`config.mk`:
```
export PLATFORM = sky130hd
export DESIGN_NAME = multu_hilo
export DESIGN_NICKNAME = d
export VERILOG_FILES = /design/src/rtl/multu_hilo_pkg.sv /design/src/rtl/hilo_reg.sv /design/src/rtl/multu_hilo.sv
export SDC_FILE = /design/constraint.sdc
export NUM_CORES = 1
export LEC_CHECK = 0
export CAP_MARGIN = 20
export CORE_MARGIN = 10
export CORE_UTILIZATION = 55
export DETAILED_ROUTE_END_ITERATION = 12
export HOLD_SLACK_MARGIN = 0.15
export PLACE_DENSITY = 0.8
export RECOVER_POWER = 100
export REMOVE_ABC_BUFFERS = 1
export SLEW_MARGIN = 20
export SYNTH_ARGS = -nofsm -noshare
export SYNTH_HDL_FRONTEND = slang
export SYNTH_SLANG_ARGS = --single-unit
```
`constraint.sdc`:
```
create_clock -name clk -period 3.3 [get_ports clk]
set_input_delay 0.66 -clock clk [delete_from_list [all_inputs] [get_ports clk]]
set_output_delay 0.66 -clock clk [all_outputs]
set_load 0.1 [all_outputs]
```
`src/rtl/multu_hilo_pkg.sv`:
```
// Shared command codes, read-select encodings and FSM state type for the
// sequential unsigned multiplier with its HiLo result pair.
package multu_hilo_pkg;

  localparam logic [5:0] SIG_MULTU    = 6'd25;
  localparam logic [5:0] SIG_OPENHILO = 6'd63;

  // funct codes of the instructions that read the pair
  localparam logic [5:0] MFHI = 6'd16;
  localparam logic [5:0] MFLO = 6'd18;

  localparam logic [1:0] SEL_HI = 2'b01;
  localparam logic [1:0] SEL_LO = 2'b10;

  typedef enum logic [1:0] {
    ST_IDLE = 2'd0,
    ST_RUN  = 2'd1,
    ST_DONE = 2'd2
  } state_t;

endpackage

```
`src/rtl/hilo_reg.sv`:
```
// Hi/Lo architectural register pair: single write port, combinational read mux.
module hilo_reg
  import multu_hilo_pkg::*;
(
  input  logic        clk,
  input  logic        reset,
  input  logic        we,
  input  logic [31:0] hi_in,
  input  logic [31:0] lo_in,
  input  logic [1:0]  sel,
  output logic [31:0] data_out
);

  logic [31:0] hi;
  logic [31:0] lo;

  // NOTE: sequential state uses non-blocking assignments so every register
  // samples pre-edge values, independent of statement order.
  always_ff @(posedge clk) begin
    if (reset) begin
      hi <= '0;
      lo <= '0;
    end else if (we) begin
      hi <= hi_in;
      lo <= lo_in;
    end
  end

  // A read in the commit cycle sees the old pair; the new one appears after the edge.
  always_comb begin
    case (sel)
      SEL_HI:  data_out = hi;
      SEL_LO:  data_out = lo;
      default: data_out = '0;
    endcase
  end

endmodule

```
`src/rtl/multu_hilo.sv`:
```
// 32x32 unsigned shift-and-add multiplier (one bit per cycle) whose 64-bit
// product is committed into the HiLo pair on the OPENHILO command.
module multu_hilo
  import multu_hilo_pkg::*;
(
  input  logic        clk,
  input  logic        reset,
  input  logic [5:0]  Signal,
  input  logic [31:0] dataA,
  input  logic [31:0] dataB,
  input  logic [1:0]  SelHilo,
  output logic [31:0] dataOut,
  output logic        busy,
  output logic        done
);

  state_t      state;
  state_t      state_nxt;
  logic [63:0] product;
  logic [63:0] mcand;
  logic [31:0] mplier;
  logic [4:0]  count;
  logic        pending;
  logic [5:0]  prev_sig;
  logic        start;
  logic        commit;

  // Only the rising edge of the MULTU command starts a run; holding it does not.
  assign start = (Signal == SIG_MULTU) && (prev_sig != SIG_MULTU);

  always_ff @(posedge clk) begin
    if (reset) state <= ST_IDLE;
    else       state <= state_nxt;
  end

  // NOTE: every combinational output gets a default first, so no path through
  // the case statement can leave a value unassigned and infer a latch.
  always_comb begin
    state_nxt = state;
    commit    = 1'b0;
    case (state)
      ST_IDLE: if (start) state_nxt = ST_RUN;
      ST_RUN:  if (count == 5'd31) state_nxt = ST_DONE;
      ST_DONE: begin
        if (start) begin
          state_nxt = ST_RUN;
        end else if ((Signal == SIG_OPENHILO) || pending) begin
          commit    = 1'b1;
          state_nxt = ST_IDLE;
        end
      end
      default: state_nxt = ST_IDLE;
    endcase
  end

  always_ff @(posedge clk) begin
    if (reset) begin
      product  <= '0;
      mcand    <= '0;
      mplier   <= '0;
      count    <= '0;
      pending  <= 1'b0;
      prev_sig <= '0;
    end else begin
      prev_sig <= Signal;
      if (start && (state != ST_RUN)) begin
        product <= '0;
        mcand   <= {32'b0, dataA};
        mplier  <= dataB;
        count   <= '0;
        pending <= 1'b0;
      end else if (state == ST_RUN) begin
        if (mplier[0]) product <= product + mcand;
        mcand  <= mcand << 1;
        mplier <= mplier >> 1;
        count  <= count + 5'd1;
        // An early commit request is remembered and honoured on the first DONE edge.
        if (Signal == SIG_OPENHILO) pending <= 1'b1;
      end else if (commit) begin
        pending <= 1'b0;
      end
    end
  end

  assign busy = (state == ST_RUN);
  assign done = (state == ST_DONE);

  hilo_reg u_hilo (
    .clk      (clk),
    .reset    (reset),
    .we       (commit),
    .hi_in    (product[63:32]),
    .lo_in    (product[31:0]),
    .sel      (SelHilo),
    .data_out (dataOut)
  );

endmodule

```
==> flow_summary.ini <==
[run_status]
status = finished with violations
violations = max-capacitance violations, max-slew violations

[drt]
wl_per_cell_microns = 17.5
vias = 12300
firstDrtPassIters = 6
drt_iter0_markers = 839
routed_wl_microns = 36100
drc = 0
drt-vias-per-instance = 5.95
detail-route-antenna-nets = 0

[hold_path]
worstHoldPathCells = 2
worstHoldStart = u_hilo.lo[31]$_SDFFE_PP0P_
hp-class = flop to flop
min_to = u_hilo.lo[31]$_SDFFE_PP0P_

[die]
ios = 108
die_h_microns = 174
row_count = 56
die_x_microns = 174
coreArea_sq_um = 23400
initial_core_util_pct = 55.7
die_area_sq_um = 30200

[worst_setup_path]
cp_slowest_cell = clkbuf_2
r2r_start = product[7]$_SDFFE_PP0P_
arrival_ns = 3.60
path_class = input pin to flop
r2r_cells = 11
startpoint_type = input pin
path_buf_inv = 4
path_cells = dlygate4sd3_1 -> nor3_1 -> nand2_1 -> a31oi_4 -> buf_4 -> a21o_1 -> clkbuf_2 -> clkbuf_4 -> a21oi_1
endpoint_kind = flop
r2r_slack_ns = 0.19
critPathMaxFanout = 30
critPathMaxStageDelay_ns = 0.61
worstPathRequired_ns = 3.72
crit_family = buffers and inverters
r2r-end = product[59]$_SDFFE_PP0P_

[finish]
antenna_cells = 0
fill_cells = 2095
fin_nets = 1864
drive_gt1_share_pct = 7.52
area_growth_pct = 16.0
final_cell_area_sq_um = 15100

[yosys]
yosys_warnings = 0
ys_top_cells_by_area = dfxtp_1 (37%), nand2_1 (9.7%), a21oi_1 (8.2%)
yosysTopAreaCellShare_pct = 36.6
ys_seq_area_share_pct = 36.6
yosysTopAreaCell = dfxtp_1
syn_area_sq_um = 13000
synth_edf_count = 0
syn_avg_cell_area_sq_um = 7.77
synthArstFlopShare_pct = 0
synth_cell_types = 70
synthCells = 1676
synth_seq_cells = 238
synth-main-ff-cell = dfxtp_1

[pwr]
seq_power_share_pct = 46.4
p_clk_share_pct = 49.2
p_int_uw = 4900
p_sw_uw = 1370
pwr-share-comb_pct = 4.4
switching_share_pct = 21.8
ir_drop_uv = 322
leakage_uw = 0.00573
power-per-cell-area_nw_per_um2 = 415

[placed_design]
gp_congestion = 0.957
dpl.hpwl_microns = 25400
place.port_buffers = 107
placed_cell_area_sq_um = 14700

[sta]
rsz0062_at_grt = no
finalSetupViolCount = 0
final.period_utilization_pct = 96.5
maxSlewHeadroom_pct = -87.7
fmax_mhz = 314
drv_slew = 137
worst_clock_skew_ns = 0.0101
hold_slack_ns = 0.455
layout_min_cycle_time_ns = 3.18
finalHoldViolCount = 0
tightest_slew_ns = 2.82

[global_routing]
grt_max_degree = 137
grtUsageTotal_pct = 22.7
grt_first_pass_wirelength_microns = 58800
grt.overflow.total = 0
grt_pass1_vias = 11900
antenna_found_initial = 1

[cts]
postCtsSetupRepairBufs = 0
cts_sinks = 238
clockRootBuffer = clkbuf_16
clk_pin_slew_worst_paths_ns = 0.07
cts_tree = yes
htreeDepth = 1
numCtsBuffers = 26
postCtsHoldBufs = 0
clkLatencyLatePin_ns = 0.54
clockBufferDepth = 3

[job]
drv_cap = 1
[per-layer routing]
layer / wire (microns) / share of wire [%] / GRT usage [%]
met5: 0 / 0 / 0
met4: 911 / 2.5 / 7.27
met3: 2390 / 6.6 / 4.83
met2: 16900 / 47 / 38.5
met1: 15900 / 44 / 28.1
[cells in the mapped netlist, types with 4 or more instances]
| library cell | count |
|---|---|
| a211oi_1 | 73 |
| clkbuf_1 | 86 |
| nand3_1 | 40 |
| inv_1 | 18 |
| o21bai_1 | 12 |
| o21ai_1 | 4 |
| dfxtp_1 | 238 |
| nor3_1 | 27 |
| ha_1 | 67 |
| and2_1 | 9 |
| xor2_1 | 21 |
| or4_1 | 6 |
| a21oi_1 | 213 |
| nor2b_1 | 11 |
| a31oi_1 | 13 |
| o21a_1 | 12 |
| nand2_1 | 336 |
| mux2i_1 | 70 |
| nand2b_1 | 5 |
| and3_1 | 13 |
| a21o_1 | 35 |
| buf_2 | 12 |
| xnor2_1 | 26 |
| buf_1 | 13 |
| nor2_1 | 147 |
| nand3b_1 | 5 |
| a22oi_1 | 33 |
| nand4_1 | 21 |
| o21ai_0 | 41 |
| o211ai_1 | 4 |
| nor4_1 | 6 |
[worst min-delay path: stages (launching register included)]
cell and delay (ns):
dfxtp_1 0.31, nand2_1 0.05, a21oi_1 0.05
[sequential cells by signal (all words and copies together), names as in the netlist]
signal,flops
u_hilo.hi,32
u_hilo.lo,32
state,2
mcand,64
pending,1
product,64
prev_sig,6
count,5
mplier,32
[what timing repair did]
action                                  in CTS  in global routing
gates resized for setup                      0                  2
endpoints found under the hold margin        0                  0
endpoints found under the setup margin       0                  2
[area by class of cell]
class,instances,area [sq um],area share (%)
multi-input combinational,1302,7740,51.2
sequential,238,4760,31.5
timing repair buffer,135,1220,8.09
clock buffer,37,783,5.18
tap,319,399,2.64
clock inverter,10,138,0.910
inverter,19,71.3,0.472
[metrics by stage]
step / power, uW / utilization, % / TNS [ns] / setup WS [ns] / std cells
2_1_floorplan: 3080 / - / -971.61 / -5.64 / 1559
3_3_place_gp: 3250 / 62.7 / 0 / 0.310 / 2013
3_5_place_dp: 3250 / 62.7 / 0 / 0.241 / 2013
4_1_cts: 6290 / 66.6 / 0 / 0.231 / 2060
5_1_grt: 6440 / 64.6 / 0 / 0.0167 / 2060
6_report: 6270 / 64.6 / 0 / 0.115 / 2060
[how the worst max path moves through the flow]
stage	start	end	slack [ns]	cells after the start
final	Signal[2]	product[36]$_SDFFE_PP0P_	0.12	9
after global routing	product[22]$_SDFFE_PP0P_	product[59]$_SDFFE_PP0P_	0.02	11
after global placement	product[0]$_SDFFE_PP0P_	product[42]$_SDFFE_PP0P_	0.31	12
after detailed placement	product[0]$_SDFFE_PP0P_	product[42]$_SDFFE_PP0P_	0.24	12
after floorplan	Signal[2]	product[61]$_SDFFE_PP0P_	-5.64	8
after CTS	product[0]$_SDFFE_PP0P_	product[42]$_SDFFE_PP0P_	0.23	12
[cell families after synthesis]
kind of cell / after synthesis / share of synthesized area, %
xor+xnor: 47 / 3.16
simple gates: 643 / 21.4
buf+inv: 136 / 4.15
mux: 70 / 5.38
fa+ha+maj: 68 / 6.59
flops: 238 / 36.6
compound gates: 474 / 22.8
[power by group through the flow]
stage	logic [uW]	registers, uW	clock network (uW)
floorplan	110	2970	0
global placement	277	2970	0
detailed placement	281	2970	0
CTS	282	2910	3090
global route	296	2910	3230
finish	275	2910	3090
[cells in the final DEF, fill, tap and decap left out, types with 14 or more instances in the layout]
| cell type | netlist | routed |
|---|---|---|
| a211oi_1 | 73 | 73 |
| a21o_1 | 35 | 35 |
| a21oi_1 | 213 | 211 |
| a22oi_1 | 33 | 33 |
| and3_1 | 13 | 14 |
| buf_4 | 3 | 27 |
| clkbuf_16 | 0 | 27 |
| clkbuf_4 | 0 | 23 |
| clkdlybuf4s50_1 | 0 | 71 |
| dfxtp_1 | 238 | 238 |
| ha_1 | 67 | 67 |
| inv_1 | 18 | 18 |
| mux2i_1 | 70 | 70 |
| nand2_1 | 336 | 334 |
| nand3_1 | 40 | 41 |
| nand4_1 | 21 | 21 |
| nor2_1 | 147 | 147 |
| nor3_1 | 27 | 27 |
| o21ai_0 | 41 | 43 |
| xnor2_1 | 26 | 26 |
| xor2_1 | 21 | 21 |
No activity file was read; power rests on OpenSTA's default activity.
